### src/rtl/poly_tone_pkg.sv
// Shared types and default sizing for the polyphonic tone sequencer.
// Channel count, field widths and the per-channel state encoding live here.
package poly_tone_pkg;

    localparam int NUM_CH_DEF = 4;
    localparam int HP_W_DEF   = 16;
    localparam int DUR_W_DEF  = 12;
    localparam int TPM_W_DEF  = 16;

    typedef enum logic {
        IDLE = 1'b0,
        PLAY = 1'b1
    } ch_state_e;

    typedef struct packed {
        logic [HP_W_DEF-1:0]  half_period;
        logic [DUR_W_DEF-1:0] duration_ms;
    } note_t;

    // A single channel still needs a one-bit select so the port never collapses to zero width.
    function automatic int ch_idx_w(input int n);
        return (n > 1) ? $clog2(n) : 1;
    endfunction

endpackage

### src/rtl/tone_channel.sv
// One square-wave voice: active note, one-deep pending slot, ms duration countdown.
// state | meaning
// IDLE  | no note loaded, tone held low, waiting for a write
// PLAY  | note or rest sounding; dur_cnt counts remaining ms ticks
module tone_channel
    import poly_tone_pkg::*;
#(
    parameter int HP_W  = HP_W_DEF,
    parameter int DUR_W = DUR_W_DEF
) (
    input  logic             clk,
    input  logic             rst_n,
    input  logic             ms_tick,
    input  logic             wr_en,
    input  logic [HP_W-1:0]  wr_half_period,
    input  logic [DUR_W-1:0] wr_duration_ms,
    output logic             wr_ready,
    output logic             busy,
    output logic             done,
    output logic             tone
);

    ch_state_e        state;
    logic [HP_W-1:0]  hp;
    logic [HP_W-1:0]  hp_cnt;
    logic [DUR_W-1:0] dur_cnt;
    logic [HP_W-1:0]  p_hp;
    logic [DUR_W-1:0] p_dur;
    logic             p_valid;
    logic             accept;
    logic             note_end;

    assign wr_ready = ~p_valid;
    assign accept   = wr_en && !p_valid && (wr_duration_ms != '0);
    assign note_end = (state == PLAY) && ms_tick && (dur_cnt == DUR_W'(1));

    always_ff @(posedge clk or negedge rst_n) begin
        if (!rst_n) begin
            state   <= IDLE;
            hp      <= '0;
            hp_cnt  <= '0;
            dur_cnt <= '0;
            p_hp    <= '0;
            p_dur   <= '0;
            p_valid <= 1'b0;
            tone    <= 1'b0;
            busy    <= 1'b0;
            done    <= 1'b0;
        end else begin
            done <= 1'b0;
            case (state)
                IDLE: begin
                    if (accept) begin
                        state   <= PLAY;
                        busy    <= 1'b1;
                        hp      <= wr_half_period;
                        hp_cnt  <= '0;
                        tone    <= 1'b0;
                        dur_cnt <= wr_duration_ms;
                    end
                end
                PLAY: begin
                    if (note_end) begin
                        hp_cnt <= '0;
                        tone   <= 1'b0;
                        // Handover keeps busy high so chained notes play with no gap cycle.
                        if (p_valid) begin
                            hp      <= p_hp;
                            dur_cnt <= p_dur;
                            p_valid <= 1'b0;
                        end else if (accept) begin
                            hp      <= wr_half_period;
                            dur_cnt <= wr_duration_ms;
                        end else begin
                            state <= IDLE;
                            busy  <= 1'b0;
                            done  <= 1'b1;
                        end
                    end else begin
                        if (ms_tick) begin
                            dur_cnt <= dur_cnt - DUR_W'(1);
                        end
                        if (hp == '0) begin
                            tone   <= 1'b0;
                            hp_cnt <= '0;
                        end else if (hp_cnt == hp - HP_W'(1)) begin
                            tone   <= ~tone;
                            hp_cnt <= '0;
                        end else begin
                            hp_cnt <= hp_cnt + HP_W'(1);
                        end
                        if (accept) begin
                            p_hp    <= wr_half_period;
                            p_dur   <= wr_duration_ms;
                            p_valid <= 1'b1;
                        end
                    end
                end
                default: state <= IDLE;
            endcase
        end
    end

endmodule

### src/rtl/poly_tone_sequencer.sv
// NUM_CH tone channels sharing a millisecond prescaler, with a first-order PDM
// mixer folding the active-tone count into a single speaker bit.
module poly_tone_sequencer
    import poly_tone_pkg::*;
#(
    parameter int  NUM_CH = NUM_CH_DEF,
    parameter int  HP_W   = HP_W_DEF,
    parameter int  DUR_W  = DUR_W_DEF,
    parameter int  TPM_W  = TPM_W_DEF,
    localparam int CH_W   = ch_idx_w(NUM_CH)
) (
    input  logic              clk,
    input  logic              rst_n,
    input  logic [TPM_W-1:0]  ticks_per_milli,
    input  logic              wr_en,
    input  logic [CH_W-1:0]   wr_ch,
    input  logic [HP_W-1:0]   wr_half_period,
    input  logic [DUR_W-1:0]  wr_duration_ms,
    output logic [NUM_CH-1:0] wr_ready,
    output logic [NUM_CH-1:0] busy,
    output logic [NUM_CH-1:0] done,
    output logic [NUM_CH-1:0] tone,
    output logic              mix
);

    localparam int AW = $clog2(NUM_CH) + 1;

    logic [TPM_W-1:0]  ms_cnt;
    logic              ms_tick;
    logic [NUM_CH-1:0] ch_wr;
    logic [AW-1:0]     act;
    logic [AW-1:0]     acc;
    logic [AW-1:0]     sum;

    // >= rather than == so lowering ticks_per_milli mid-count wraps on the next cycle.
    assign ms_tick = (ticks_per_milli <= TPM_W'(1)) ||
                     (ms_cnt >= ticks_per_milli - TPM_W'(1));

    always_ff @(posedge clk or negedge rst_n) begin
        if (!rst_n) begin
            ms_cnt <= '0;
        end else if (ms_tick) begin
            ms_cnt <= '0;
        end else begin
            ms_cnt <= ms_cnt + TPM_W'(1);
        end
    end

    // Out-of-range channel indices match no instance and are dropped.
    for (genvar g = 0; g < NUM_CH; g++) begin : g_ch
        assign ch_wr[g] = wr_en && (wr_ch == CH_W'(g));

        tone_channel #(
            .HP_W  (HP_W),
            .DUR_W (DUR_W)
        ) u_ch (
            .clk            (clk),
            .rst_n          (rst_n),
            .ms_tick        (ms_tick),
            .wr_en          (ch_wr[g]),
            .wr_half_period (wr_half_period),
            .wr_duration_ms (wr_duration_ms),
            .wr_ready       (wr_ready[g]),
            .busy           (busy[g]),
            .done           (done[g]),
            .tone           (tone[g])
        );
    end

    // acc stays below NUM_CH, so acc + act never exceeds 2*NUM_CH-1 and fits in AW bits.
    always_comb begin
        act = '0;
        for (int i = 0; i < NUM_CH; i++) begin
            act = act + AW'(tone[i]);
        end
        sum = acc + act;
    end

    always_ff @(posedge clk or negedge rst_n) begin
        if (!rst_n) begin
            acc <= '0;
            mix <= 1'b0;
        end else if (sum >= AW'(NUM_CH)) begin
            acc <= sum - AW'(NUM_CH);
            mix <= 1'b1;
        end else begin
            acc <= sum;
            mix <= 1'b0;
        end
    end

endmodule

### config.mk
export PLATFORM = sky130hd
export DESIGN_NAME = poly_tone_sequencer
export DESIGN_NICKNAME = d
export VERILOG_FILES = /design/src/rtl/poly_tone_pkg.sv /design/src/rtl/tone_channel.sv /design/src/rtl/poly_tone_sequencer.sv
export SDC_FILE = /design/constraint.sdc
export NUM_CORES = 1
export LEC_CHECK = 0
export BUFFER_PORTS_ARGS = -buffer_cell sky130_fd_sc_hd__buf_2
export CAP_MARGIN = 40
export CORE_ASPECT_RATIO = 0.9
export CORE_MARGIN = 2
export CORE_UTILIZATION = 25
export DETAILED_ROUTE_END_ITERATION = 10
export GPL_ROUTABILITY_DRIVEN = 1
export PLACE_DENSITY = 0.52
export SETUP_SLACK_MARGIN = 0.05
export SKIP_CTS_REPAIR_TIMING = 1
export SLEW_MARGIN = 20
export SYNTH_ARGS = -nofsm -noshare
export SYNTH_HDL_FRONTEND = slang
export SYNTH_SLANG_ARGS = --single-unit
### constraint.sdc
create_clock -name clk -period 3.19 [get_ports clk]
set_input_delay 0.638 -clock clk [delete_from_list [all_inputs] [get_ports clk]]
set_output_delay 0.638 -clock clk [all_outputs]
set_load 0.1 [all_outputs]
* Word-level counts from Yosys, hierarchy flattened
Index checks and enable logic that the tools add are counted.
Storage, ports and cells: output and inout bits 17, logic and storage cells 302, bits in registers 328, bits of input ports 49
Operators by class: equality and inequality tests 35, add/subtract/negate cells 19, magnitude comparators 3, bitwise gates (word level) 16, multiplexer cells 135, reduce and logical (&&, ||, !) cells 51
Operators by type and width (number):
- two-way mux 16 bit | 29
- case mux 16 bit (2 select lines) | 8
- two-way mux 12 bit | 16
- case mux 12 bit (2 select lines) | 4
- adder 16 x 1 -> 16 bit, second input constant | 5
- subtractor 16 x 1 -> 16 bit, second input constant | 5
- two-way mux 1 bit | 65
- equality test 16 bit | 4
- zero test 16 bit | 4
- equality test 12 x 1 -> 1 bit, second input constant | 4
- subtractor 12 x 1 -> 12 bit, second input constant | 4
- inequality test 2 bit, second input constant | 12
- case mux 1 bit (2 select lines) | 12
- logical AND 1 bit | 20
- greater-or-equal comparator 16 bit | 1
- <= comparator 16 x 1 -> 1 bit, second input constant | 1
- inequality test 4 bit, second input constant | 4
- inverter 1 bit | 16
- AND reduction 2 bit | 8
- AND reduction 4 bit | 4
- AND reduction 3 bit | 4
- nonzero test 12 bit | 1
- inequality test 3 bit, second input constant | 3
- inequality test 2 x 1 -> 1 bit, second input constant | 4
- 14 further kinds | 21

* Logic depth before layout (Yosys ltp)
word-level depth 8, gate-level depth with buffers 19, gate-level depth less buffers 15

* Cells and area by module
From an unflattened synthesis, not the netlist that was laid out.
Unflattened totals: cell total of the unflattened synthesis 2125, area total of the unflattened synthesis 19814.0 µm²
By module, submodules not included:
- tone_channel at g_ch[0].u_ch ... | cells an instance 486, instances 2, seq. area each 1926.8 µm², area an instance 4480.5 µm²
- tone_channel at g_ch[3].u_ch | cells an instance 491, instances 1, seq. area each 1926.8 µm², area an instance 4718.3 µm²
- tone_channel at g_ch[2].u_ch | cells an instance 491, instances 1, seq. area each 1926.8 µm², area an instance 4548.1 µm²
- poly_tone_sequencer | cells an instance 171, instances 1, seq. area each 500.5 µm², area an instance 1586.5 µm²

* Least setup slack after synthesis
OpenSTA, ideal clock, no wires.
path type input to register, start point input ticks_per_milli[5], end point register g_ch[3].u_ch.p_hp[2], slack -1.091 ns, cell stages on the path 16, arrival time 4.157 ns, data required time 3.065 ns, path buffers 3, library setup time 0.125 ns, path through or3_1 nor3_1 nand3_1 nor3_1 xnor2_1 ha_1 nand4_1 or3_1 o32a_1 and3_1 buf_4 o21ai_4 or2_2 clkbuf_1 buf_2 mux2_2
On the way: longest elaborated chain between the ends 7, elaborated cells between the ends (all ways) 8, those cells by class add/sub: 1; order compare: 2; bitwise: 1; reduce/logical: 4
Ends and longest elaborated chain:
- from (decl) | line poly_tone_sequencer.sv:14 | input logic [TPM_W-1:0] ticks_per_milli,
- subtractor 16 x 1 -> 16 bit | line poly_tone_sequencer.sv:37 | (ms_cnt >= ticks_per_milli - TPM_W'(1));
- greater-or-equal comparator 16 bit | line poly_tone_sequencer.sv:37
- logical OR 1 bit (*) | line poly_tone_sequencer.sv:36 | assign ms_tick = (ticks_per_milli <= TPM_W'(1)) ||
- logical AND 1 bit (*) (2 in series) | line tone_channel.sv:35 | assign note_end = (state == PLAY) && ms_tick && (dur_cnt == DUR_W'(1));
- inverter 1 bit (no source line) (*)
- AND reduction 3 bit (no source line) (*)
- to (signal assigned) | line tone_channel.sv:93 | p_hp <= wr_half_period;
- to (decl) | line tone_channel.sv:27 | logic [HP_W-1:0] p_hp;
Mark *: on every way between the ends. The rest lies on a longest branch, timed or not. A chain may end at the register's enable or synchronous reset.

* Final worst setup path
start point input ticks_per_milli[5], end point register g_ch[1].u_ch.hp_cnt[14]
On the way: longest elaborated chain between the ends 7, elaborated cells between the ends (all ways) 8, those cells by class add/sub: 1; order compare: 2; mux: 2; reduce/logical: 3
Ends and longest elaborated chain:
- subtractor 16 x 1 -> 16 bit | line poly_tone_sequencer.sv:37
- greater-or-equal comparator 16 bit | line poly_tone_sequencer.sv:37
- logical OR 1 bit (*) | line poly_tone_sequencer.sv:36
- logical AND 1 bit (*) (2 in series) | line tone_channel.sv:35
- two-way mux 16 bit (*) | line tone_channel.sv:63 | if (note_end) begin
- case mux 16 bit (2 select lines) (*) | line tone_channel.sv:51 | case (state)
- to (signal assigned) | line tone_channel.sv:90 | hp_cnt <= hp_cnt + HP_W'(1);
- to (decl) | line tone_channel.sv:25 | logic [HP_W-1:0] hp_cnt;
Marked as above.

==> results.json <==
{
  "worst_slew_margin_rel": 0.3041,
  "share_seq_of_total_power": 0.365,
  "cts_buffers": 42,
  "max-clock-path-buffers": 3,
  "internal_power_of_the_cells_mw": 11.85,
  "grt_first_pass_wirelength_um": 91940,
  "rd_place_congestion": 0.8214,
  "via_count_of_the_first_global_routing_pass": 16231,
  "antenna_cells": 0,
  "peakVddDrop_uv": 687.2,
  "effective_utilization_at_floorplan": 0.2534,
  "postRouteAntennaNets": 0,
  "hold_viol_final": 0,
  "post_synth_instance_area_um2": 19420,
  "crit_fanout": 8,
  "path_cells": "buf_6, or3_4, nor3_4, nand2_2, nor3_2, xnor2_1, ha_1, nand4_1, or3_1, o32a_1, and3_4, buf_4, o221ai_4, o21bai_4, nor2_1, a211o_1",
  "cp-end-kind": "flip-flop",
  "design.die.area_um2": 79940,
  "power_density_nw_per_um2": 762.7,
  "ys.warnings.count": 0,
  "fmax_mhz": 272.3,
  "antenna_found_initial": 2,
  "die_height_um": 268.4,
  "clock_skew_ns": 0.04356,
  "synth_enable_flop_cells": 0,
  "grt_use_total": 0.1428,
  "timing.setup.critical_path_class": "in2reg",
  "status": "complete, but fails checks",
  "fp-row-count": 96,
  "switching_power_mw": 7.304,
  "placeableCoreArea_um2": 76630,
  "min_period_ns": 3.672,
  "clk_transition_reported_paths_ns": 0.06,
  "detail_route.first_pass.iterations": 5,
  "placement.setup.worst_slack_ns": -1.273,
  "worstHoldPathType": "in2reg",
  "slew_at_the_pin_closest_to_its_max_slew_limit_ns": 1.044,
  "timing_max_transition_violations_final": 0,
  "htree_num_levels": 2,
  "arrival_ns": 4.13,
  "grt_max_degree": 96,
  "kind_of_launch_point_of_the_worst_setup_path": "primary input",
  "detailed_route_wire_length_um": 59840,
  "clkPwrFrac": 0.258,
  "dp.final_hpwl_um": 40900,
  "yosys-mux-area-fraction": 0.08658,
  "cpMaxStageDelayCell": "or3_4",
  "number_of_nets_in_the_final_layout": 2363,
  "finalSetupViolCount": 303,
  "tritoncts_clock_tree": "built",
  "drc": 0,
  "floorplan.io_pins": 66,
  "yosys_most_used_dff": "dfrtp_1",
  "dominant_combinational_cell_family_by_area_after_synthesis": "simple AND/OR/NAND/NOR gates",
  "count_of_vias_placed_by_the_detailed_router": 16729,
  "clkSinkCount": 328,
  "synth_fa_ha_area_frac": 0.02822,
  "failed_checks": "negative setup slack",
  "placement.io_buffers": 65,
  "synth_fp_nets": 2175,
  "floorplan.die.width_um": 297.8,
  "ys_async_sr_fraction": 1.000,
  "cp_slowest_stage_delay_ns": 0.39,
  "clock_latency_on_the_worst_skew_pair_ns": 0.61,
  "report.power.total_mw": 19.16,
  "drt-initial-drc-count": 1118,
  "detail_route.vias_per_cell": 5.016,
  "final_layout_size_suffix_gt1_frac": 0.2762,
  "grt_overflow_total": 0,
  "layout-area-overhead-vs-synth_pct": 29.33,
  "static-leakage-power_nw": 10.76,
  "crit_family": "simple AND/OR/NAND/NOR gates",
  "critPathRequiredTime_ns": 3.65,
  "layout_setup_ws_ns": -0.4819,
  "yosys.cell_types.count": 85,
  "route.detailed.wl_per_inst_um": 17.94,
  "drv.max_cap_violation_count": 0,
  "synth_seq_area_share": 0.4226,
  "swShare": 0.3813,
  "cp.buffers_inverters": 2,
  "rsz0062_at_grt": "yes",
  "clockRootBuffer": "clkbuf_16",
  "finalCritPeriodShare": 1.151,
  "avgSynthCellArea_um2": 9.320,
  "totalNegativeSetupSlack_ns": -96.93,
  "complex_gate_fraction_of_the_synthesized_area": 0.1670,
  "combPwrFrac": 0.377,
  "syn_inst": 2084,
  "count_of_state_elements_after_synthesis": 328,
  "synth_xor_area_frac": 0.06899,
  "post_synth_and_or_nand_nor_area_fraction": 0.1803
}
area by class of cell:
class | count | area, µm²
fillers | 7881 | 51510
multi-input cells | 1567 | 11450
flip-flops and latches | 328 | 8208
repair buffers | 288 | 2566
well taps | 1029 | 1287
clock buffers | 54 | 1156
clock inverters | 24 | 281.5
inverters | 45 | 168.9
per-stage QoR:
stage / area [µm²] / utilization / std cells / hold slack [ns]
4_1_cts: 23890 / 0.3118 / 3295 / -0.08030
3_3_place_gp: 22450 / 0.2930 / 3217 / 0.4219
6_report: 25120 / 0.3278 / 3335 / 0.4274
2_1_floorplan: 20080 / - / 2084 / 0.3424
5_1_grt: 25120 / 0.3278 / 3335 / 0.4255
3_5_place_dp: 22450 / 0.2930 / 3217 / 0.4321
cell usage in the layout (no fill, tap or decap), types with 55 or more instances in the layout:
cell type / synthesis / routed
a21oi_1: 141 / 117
o22ai_1: 70 / 69
mux2_4: 1 / 62
nand3_1: 74 / 66
buf_2: 16 / 62
xor2_1: 68 / 68
nand2_1: 169 / 162
xnor2_1: 85 / 85
dfrtp_1: 328 / 328
mux2_2: 116 / 55
buf_4: 29 / 167
nor2_1: 229 / 198
flip-flops by register name (all words and copies together), names as in the netlist:
register / cells
g_ch.u_ch.hp: 64
g_ch.u_ch.p_valid: 4
g_ch.u_ch.hp_cnt: 64
g_ch.u_ch.done: 4
mix: 1
g_ch.u_ch.tone: 4
g_ch.u_ch.p_hp: 64
g_ch.u_ch.busy: 4
acc: 3
g_ch.u_ch.dur_cnt: 48
g_ch.u_ch.p_dur: 48
ms_cnt: 16
g_ch.u_ch.state: 4
kinds of logic after synthesis:
logic type               count (synthesis)
XOR/XNOR                               153
other                                    1
multiplexers                           153
AO/OA/AOI/OAI                          494
flip-flops                             328
AND/OR/NAND/NOR                        721
adder cells (fa/ha/maj)                 42
buffers and inverters                  192
routing by layer:
layer	up-vias	share of wire	GRT usage
met2	403	0.46	0.2306
met1	8326	0.47	0.1979
met5	-	0.00028	0
li1	7910	-	-
met4	2	0.021	0.03966
met3	88	0.049	0.02321
power by group through the flow:
stage | Clock [mW] | Combinational [mW] | Sequential, mW
floorplan | 0 | 5.21 | 6.54
global placement | 0 | 6.59 | 6.95
detailed placement | 0 | 6.76 | 7.01
CTS | 5.09 | 6.81 | 6.95
global route | 5.25 | 7.98 | 7.21
finish | 4.95 | 7.22 | 6.99
final timing paths:
check / from / end / slack [ns] / cells past startpoint
max: ticks_per_milli[5] / g_ch[1].u_ch.hp_cnt[14] / -0.48 / 16
min: wr_duration_ms[3] / g_ch[2].u_ch.dur_cnt[3] / 0.43 / 3
max reg2reg: g_ch[1].u_ch.hp[0] / g_ch[1].u_ch.hp_cnt[8] / -0.05 / 11
min reg2reg: acc[2] / mix / 0.44 / 1
max in group asynchronous: rst_n / g_ch[3].u_ch.hp[11] / 1.83 / 3
min in group asynchronous: rst_n / g_ch[1].u_ch.hp_cnt[15] / 0.54 / 2
cell usage after synthesis (26+ instances only):
| cell type | instances | area (µm²) |
|---|---|---|
| xor2_1 | 68 | 595.6 |
| o21ai_0 | 86 | 430.4 |
| nand2_1 | 169 | 634.4 |
| ha_1 | 39 | 488.0 |
| inv_1 | 41 | 153.9 |
| nor3_1 | 49 | 245.2 |
| clkbuf_1 | 90 | 337.8 |
| mux2_2 | 116 | 1306 |
| mux2i_1 | 36 | 360.4 |
| o22ai_1 | 70 | 437.9 |
| dfrtp_1 | 328 | 8208 |
| nand3_1 | 74 | 370.4 |
| nor4_1 | 33 | 206.5 |
| a21oi_1 | 141 | 705.7 |
| xnor2_1 | 85 | 744.5 |
| nor2_1 | 229 | 859.6 |
| buf_4 | 29 | 217.7 |
| and3_1 | 26 | 162.7 |
worst register-to-register path: stages (launching register included):
cell	delay, ns
dfrtp_1	0.46
inv_1	0.11
ha_1	0.16
nor3b_1	0.39
buf_4	0.19
nand2_1	0.11
xnor2_1	0.18
mux2i_1	0.09
a21oi_1	0.83
o21bai_4	0.24
nor4_2	0.30
a21o_1	0.11
(Power assumes the default switching activity.)
